`src/rtl/div_pkg.sv`:
```
// Shared types and defaults for the divider sequencer.
package div_pkg;

    localparam int DIV_WIDTH_DEFAULT  = 4;
    localparam int DIV_SETTLE_DEFAULT = 2;

    typedef enum logic [1:0] {
        IDLE = 2'd0,
        WAIT = 2'd1,
        DONE = 2'd2
    } div_state_e;

endpackage

```
`src/rtl/div_sequencer.sv`:
```
// Sequencer around an external combinational divider: latches an operand
// pair, holds it on div_m/div_d for SETTLE cycles, captures the quotient and
// remainder, and presents them with a valid/ready handshake. A zero divisor
// bypasses the divider and returns all-ones / dividend with out_dbz set.
module div_sequencer
    import div_pkg::*;
#(
    parameter int WIDTH  = DIV_WIDTH_DEFAULT,
    parameter int SETTLE = DIV_SETTLE_DEFAULT
) (
    input  logic             clk,
    input  logic             rst_n,
    input  logic             in_valid,
    output logic             in_ready,
    input  logic [WIDTH-1:0] in_divisor,
    input  logic [WIDTH-1:0] in_dividend,
    output logic [WIDTH-1:0] div_m,
    output logic [WIDTH-1:0] div_d,
    input  logic [WIDTH-1:0] div_q,
    input  logic [WIDTH-1:0] div_r,
    output logic             out_valid,
    input  logic             out_ready,
    output logic [WIDTH-1:0] out_quotient,
    output logic [WIDTH-1:0] out_remainder,
    output logic             out_dbz,
    output logic [7:0]       op_count
);

    // Counter is wide enough to hold SETTLE-1; at least one bit.
    localparam int CNT_W = (SETTLE > 1) ? $clog2(SETTLE) : 1;
    localparam logic [CNT_W-1:0] CNT_LOAD = CNT_W'(SETTLE - 1);

    div_state_e       state_q;
    logic [CNT_W-1:0] cnt_q;
    logic [WIDTH-1:0] div_m_q;
    logic [WIDTH-1:0] div_d_q;
    logic [WIDTH-1:0] quot_q;
    logic [WIDTH-1:0] rem_q;
    logic             dbz_q;
    logic             in_ready_q;
    logic             out_valid_q;
    logic [7:0]       op_count_q;

    // FSM with registered handshake flags; divider results sampled only on the capture edge.
    always_ff @(posedge clk or negedge rst_n) begin
        if (!rst_n) begin
            state_q     <= IDLE;
            cnt_q       <= '0;
            div_m_q     <= '0;
            div_d_q     <= '0;
            quot_q      <= '0;
            rem_q       <= '0;
            dbz_q       <= 1'b0;
            in_ready_q  <= 1'b1;
            out_valid_q <= 1'b0;
            op_count_q  <= 8'd0;
        end else begin
            case (state_q)
                IDLE: begin
                    if (in_valid) begin
                        div_m_q    <= in_divisor;
                        div_d_q    <= in_dividend;
                        in_ready_q <= 1'b0;
                        if (in_divisor == '0) begin
                            // Divide-by-zero: the divider output is meaningless, skip settling.
                            state_q     <= DONE;
                            quot_q      <= {WIDTH{1'b1}};
                            rem_q       <= in_dividend;
                            dbz_q       <= 1'b1;
                            out_valid_q <= 1'b1;
                        end else begin
                            state_q <= WAIT;
                            cnt_q   <= CNT_LOAD;
                        end
                    end else begin
                        state_q <= IDLE;
                    end
                end
                WAIT: begin
                    if (cnt_q != '0) begin
                        cnt_q <= cnt_q - CNT_W'(1);
                    end else begin
                        quot_q      <= div_q;
                        rem_q       <= div_r;
                        dbz_q       <= 1'b0;
                        out_valid_q <= 1'b1;
                        state_q     <= DONE;
                    end
                end
                DONE: begin
                    if (out_ready) begin
                        state_q     <= IDLE;
                        out_valid_q <= 1'b0;
                        in_ready_q  <= 1'b1;
                        op_count_q  <= op_count_q + 8'd1;
                    end else begin
                        state_q <= DONE;
                    end
                end
                default: begin
                    state_q     <= IDLE;
                    cnt_q       <= '0;
                    in_ready_q  <= 1'b1;
                    out_valid_q <= 1'b0;
                end
            endcase
        end
    end

    assign in_ready      = in_ready_q;
    assign out_valid     = out_valid_q;
    assign div_m         = div_m_q;
    assign div_d         = div_d_q;
    assign out_quotient  = quot_q;
    assign out_remainder = rem_q;
    assign out_dbz       = dbz_q;
    assign op_count      = op_count_q;

endmodule

```
`config.mk`:
```
export PLATFORM = sky130hd
export DESIGN_NAME = div_sequencer
export DESIGN_NICKNAME = d
export VERILOG_FILES = /design/src/rtl/div_pkg.sv /design/src/rtl/div_sequencer.sv
export SDC_FILE = /design/constraint.sdc
export NUM_CORES = 1
export LEC_CHECK = 0
export ABC_AREA = 1
export BUFFER_PORTS_ARGS = -buffer_cell sky130_fd_sc_hd__buf_2
export CORE_ASPECT_RATIO = 0.5
export CORE_UTILIZATION = 49
export CTS_CLUSTER_SIZE = 25
export DETAILED_ROUTE_END_ITERATION = 10
export GPL_TIMING_DRIVEN = 1
export PLACE_DENSITY = 0.85
export REMOVE_ABC_BUFFERS = 1
export SKIP_LAST_GASP = 1
export SLEW_MARGIN = 5
export SYNTH_ARGS = -nofsm -noshare
export SYNTH_HDL_FRONTEND = slang
export SYNTH_SLANG_ARGS = --single-unit
```
`constraint.sdc`:
```
create_clock -name clk -period 1.29 [get_ports clk]
set_input_delay 0.258 -clock clk [delete_from_list [all_inputs] [get_ports clk]]
set_output_delay 0.258 -clock clk [all_outputs]
set_load 0.05 [all_outputs]
```
[Yosys cells after proc, flatten, opt, wreduce, memory -nomap -nowiden]
Cells that the tools add are included.
Storage, ports and cells
  register bits after elaboration: 30
  input port bits: 20
  output and inout port bits: 27
  logic and storage cells: 57
Operators by class
  add/subtract/negate cells: 2
  equal/unequal tests: 7
  muxes and demuxes: 27
  bitwise operators: 2
  reduce and logical (&&, ||, !) cells: 9
Operator list (count)
  $mux 4: 6
  $pmux 4 s2: 2
  $mux 1: 10
  $ne 2x2->1 const B: 5
  $pmux 1 s3: 3
  $add 8x1->8 const B: 1
  $mux 2: 4
  $reduce_and 4->1: 2
  $pmux 2 s3: 1
  $reduce_and 3->1: 2
  $logic_not 4->1: 1
  $reduce_and 2->1: 2
  $eq 2x1->1 const B: 1
  $eq 2x2->1 const B: 1
  $logic_not 2->1: 1
  $not 1->1: 2
  $pmux 1 s2: 1
  $reduce_bool 2->1: 1
  $sub 1x1->1 const B: 1

[Depth between registers and ports, before layout]
  depth after elaboration: 4
  gate-level depth with buffers: 8
  depth with buffers taken out: 7

[Worst setup path after synthesis]
No wires, ideal clock.
  path type: flip-flop to flip-flop
  start point: register op_count_q[0], in the netlist op_count[0]
  end point: register op_count_q[4], in the netlist op_count[4]
  setup time: 0.142 ns
  arrival: 1.274 ns
  required time: 1.148 ns
  slack: -0.127 ns
  stages on the path, launching flop included: 6
  buffers on the path: 0
  period minus slack after synthesis: 1.417 ns
  cell sequence: dfrtp_1 -> ha_1 -> inv_1 -> nor2_2 -> nand2_1 -> xnor2_1
Between the ends
  word-level cells in the longest chain between the ends: 1
Ends and longest elaborated chain
  start: declaration: RTL line div_sequencer.sv:42  | logic [7:0] op_count_q;
  start signal: assignment: RTL line div_sequencer.sv:95  | op_count_q <= op_count_q + 8'd1;
  $add 8x1->8: RTL line div_sequencer.sv:95
Every way passes these cells.
A chain may end at the register's enable or synchronous reset.

[Worst setup path in the final report]
  start point: register in_ready_q, in the netlist in_ready
  end point: output in_ready
RTL lines
  start: declaration: RTL line div_sequencer.sv:40  | logic in_ready_q;
  start signal: assignment: RTL line div_sequencer.sv:54  | in_ready_q <= 1'b1;
  start signal: assignment: RTL line div_sequencer.sv:63  | in_ready_q <= 1'b0;
  start signal: assignment: RTL line div_sequencer.sv:94  | in_ready_q <= 1'b1;
  end: declaration: RTL line div_sequencer.sv:14  | output logic in_ready,
No word-level cell between the ends.

==> impl_metrics.yaml <==
status:
  status: "completed"
sta:
  hold_ws_ps: 223
  relSlewSlack_pct: 75.0
  setup_ws_ps: 43.0
  setup_viol: 0
  finClkSkew_ps: 2.43
  hold_viol: 0
  fmax_mhz: 802
  tightest_slew_ps: 375
  fin_crit_ps: 1250
  maxSlewViolCount: 0
  finalCritPeriodShare_pct: 96.7
routing:
  via_count: 1301
  drc: 0
  vias_per_cell: 4.82
  firstDrtPassIters: 4
  ant_nets: 0
  drt-total-wl_mm: 3.26
  drt_iter0_drc: 90
  wl_per_cell_um: 12.1
floorplanning:
  die_x_um: 77.8
  ioPinCount: 47
  initial_core_util_pct: 52.8
  die_area_sq_um: 3110
  dieHeight_um: 39.9
  core_sq_um: 2670
  rows: 13
global_routing:
  grt_pass1_vias: 1122
  track_usage_pct: 22.8
  grt_overflow: 0
  antenna_found_initial: 0
  grt_pass1_wl_mm: 4.95
  grt_max_degree: 31
setup_path:
  cp-end-kind: "output pin"
  critPathKind: "reg2out"
  cp.arrival_ps: 990
  reg2regPathDepth: 7
  critPathBufInv: 1
  critPathMaxFanout: 2
  rrSetupSlack_ps: 70
  crit_chain: "buf_4"
  reg2reg_from: "state_q[1]"
  start_kind: "flop"
  slowest_delay_ps: 530
  critical_path_required_ps: 1030
  worst_r2r_endpoint: "out_quotient[3]"
  cpMaxStageDelayCell: "dfstp_2"
  critPathTopFamily: "flip-flops"
job:
  drv_cap: 0
logic_synthesis:
  async_reset_ff_share_pct: 100
  synth_area_sq_um: 1410
  synth_edf_count: 0
  yosys_warnings: 0
  ys_ff_latch: 30
  synthCells: 174
  synth_area_leader_cell: "dfrtp_1"
  synth_cell_type_count: 21
  yosys-top-cells-count: "nand2_1 (80), dfrtp_1 (29), nand3_1 (22)"
  synth-seq-area-share_pct: 53.4
  synth_top_cells_by_area: "dfrtp_1 (52%), nand2_1 (21%), nand3_1 (7.8%)"
  synth_top_area_share_pct: 51.5
  yosysMostFrequentCell: "nand2_1"
  synth_top_flop_cell: "dfrtp_1"
  avgSynthCellArea_sq_um: 8.10
power_and_ir_drop:
  leakage_nw: 1.08
  power.density_nw_per_um2: 2870
  ir_worst_vdd_mv: 1.74
placement:
  gp_congestion: 0.839
  port_buffers: 46
  dpl.hpwl_mm: 2.35
  dp_slack_ps: -19.2
clocking:
  h-tree-depth: 2
  path_clk_slew_ps: 60
  cts_buffer_depth: 2
  numCtsBuffers: 5
  clock_latency_ps: 280
  cts_tree: "built"
  cts-root-buf: "clkbuf_8"
  cts.sinks: 30
min_path:
  hold_end: "div_m[0]"
  hold_start: "in_divisor[0]"
  hold_class: "in2reg"
  worstHoldPathCells: 3
final_layout:
  num_antenna_cells: 0
  finalCoreUtilization_pct: 70.1
  drive_above_1_share_pct: 31.3
  areaGrowthSynthToFinish_pct: 32.7
  layout.nets: 253
[layout by cell type, fill, tap and decap left out, types with 2 or more instances in the layout]
| cell | instances |
|---|---|
| buf_2 | 44 |
| buf_4 | 7 |
| clkbuf_8 | 6 |
| dfrtp_1 | 27 |
| dfrtp_2 | 2 |
| inv_1 | 11 |
| inv_2 | 2 |
| nand2_1 | 79 |
| nand2_4 | 2 |
| nand3_1 | 22 |
| nand3b_1 | 2 |
| nor2_1 | 4 |
| nor2_4 | 2 |
| or2_1 | 4 |
| xnor2_1 | 3 |
| xor2_1 | 2 |
[stage by stage]
step | TNS, ps | instances | instance area, sq um | total power (W)
2_1_floorplan | -562 | 171 | 1390 | 0.00371
3_3_place_gp | 0 | 260 | 1710 | 0.00436
3_5_place_dp | -87.2 | 260 | 1710 | 0.00446
4_1_cts | -4.06 | 269 | 1820 | 0.00526
5_1_grt | -6.53 | 270 | 1870 | 0.00571
6_report | 0 | 270 | 1870 | 0.00537
[flip-flops by register name, summed over array words and instances (netlist names)]
signal / count
out_remainder: 4
out_valid: 1
in_ready: 1
div_d: 4
state_q: 2
out_dbz: 1
cnt_q: 1
op_count: 8
div_m: 4
out_quotient: 4
[logic make-up after synthesis]
kind of cell | after synthesis | share of synthesized area (%)
compound gates | 2 | 0.888
xor+xnor | 5 | 3.11
flops | 30 | 53.4
simple gates | 119 | 36.8
buf+inv | 17 | 4.97
fa+ha+maj | 1 | 0.888
[tightest hold or removal path, cell delays in order]
cell,delay [ps]
buf_2,90
nand3_1,70
nand2_1,50
[area by class of cell]
class	instances	area, sq um
clock buffers	7	86.3
clock inverters	1	5.00
fillers	226	798
inverters	14	55.1
multi-input cells	127	612
flip-flops and latches	30	754
well taps	37	46.3
repair buffers	54	310
[how the worst max path moves through the flow]
stage,from,end,slack (ps),depth (start not counted)
2_1_floorplan,op_count[0],op_count[4],-130,5
3_3_place_gp,state_q[1],out_remainder[0],60,6
3_5_place_dp,state_q[1],out_remainder[0],-20,6
4_1_cts,state_q[1],out_quotient[3],-4,6
5_1_grt,state_q[1],out_quotient[3],-7,7
6_report,in_ready,in_ready,40,1
[per-layer routing]
metal	track usage [%]	vias to the layer above	share of wire, %
li1	-	658	-
met1	27.4	607	46
met2	37.8	30	48
met3	9.07	6	4.2
met4	9.43	0	1.2
met5	0	-	0
[what timing repair did]
action,CTS,global route
resized for setup,2,8
buffers inserted,0,1
pin swaps,0,1
setup endpoints to repair,10,22
hold endpoints to repair,29,0
hold buffers,1,0
[power breakdown]
group          internal (W)  switching [W]
Sequential          0.00136       0.000310
Combinational      0.000781        0.00215
Clock              0.000429       0.000336
Total               0.00257        0.00280
No activity file was read; power rests on OpenSTA's default activity.
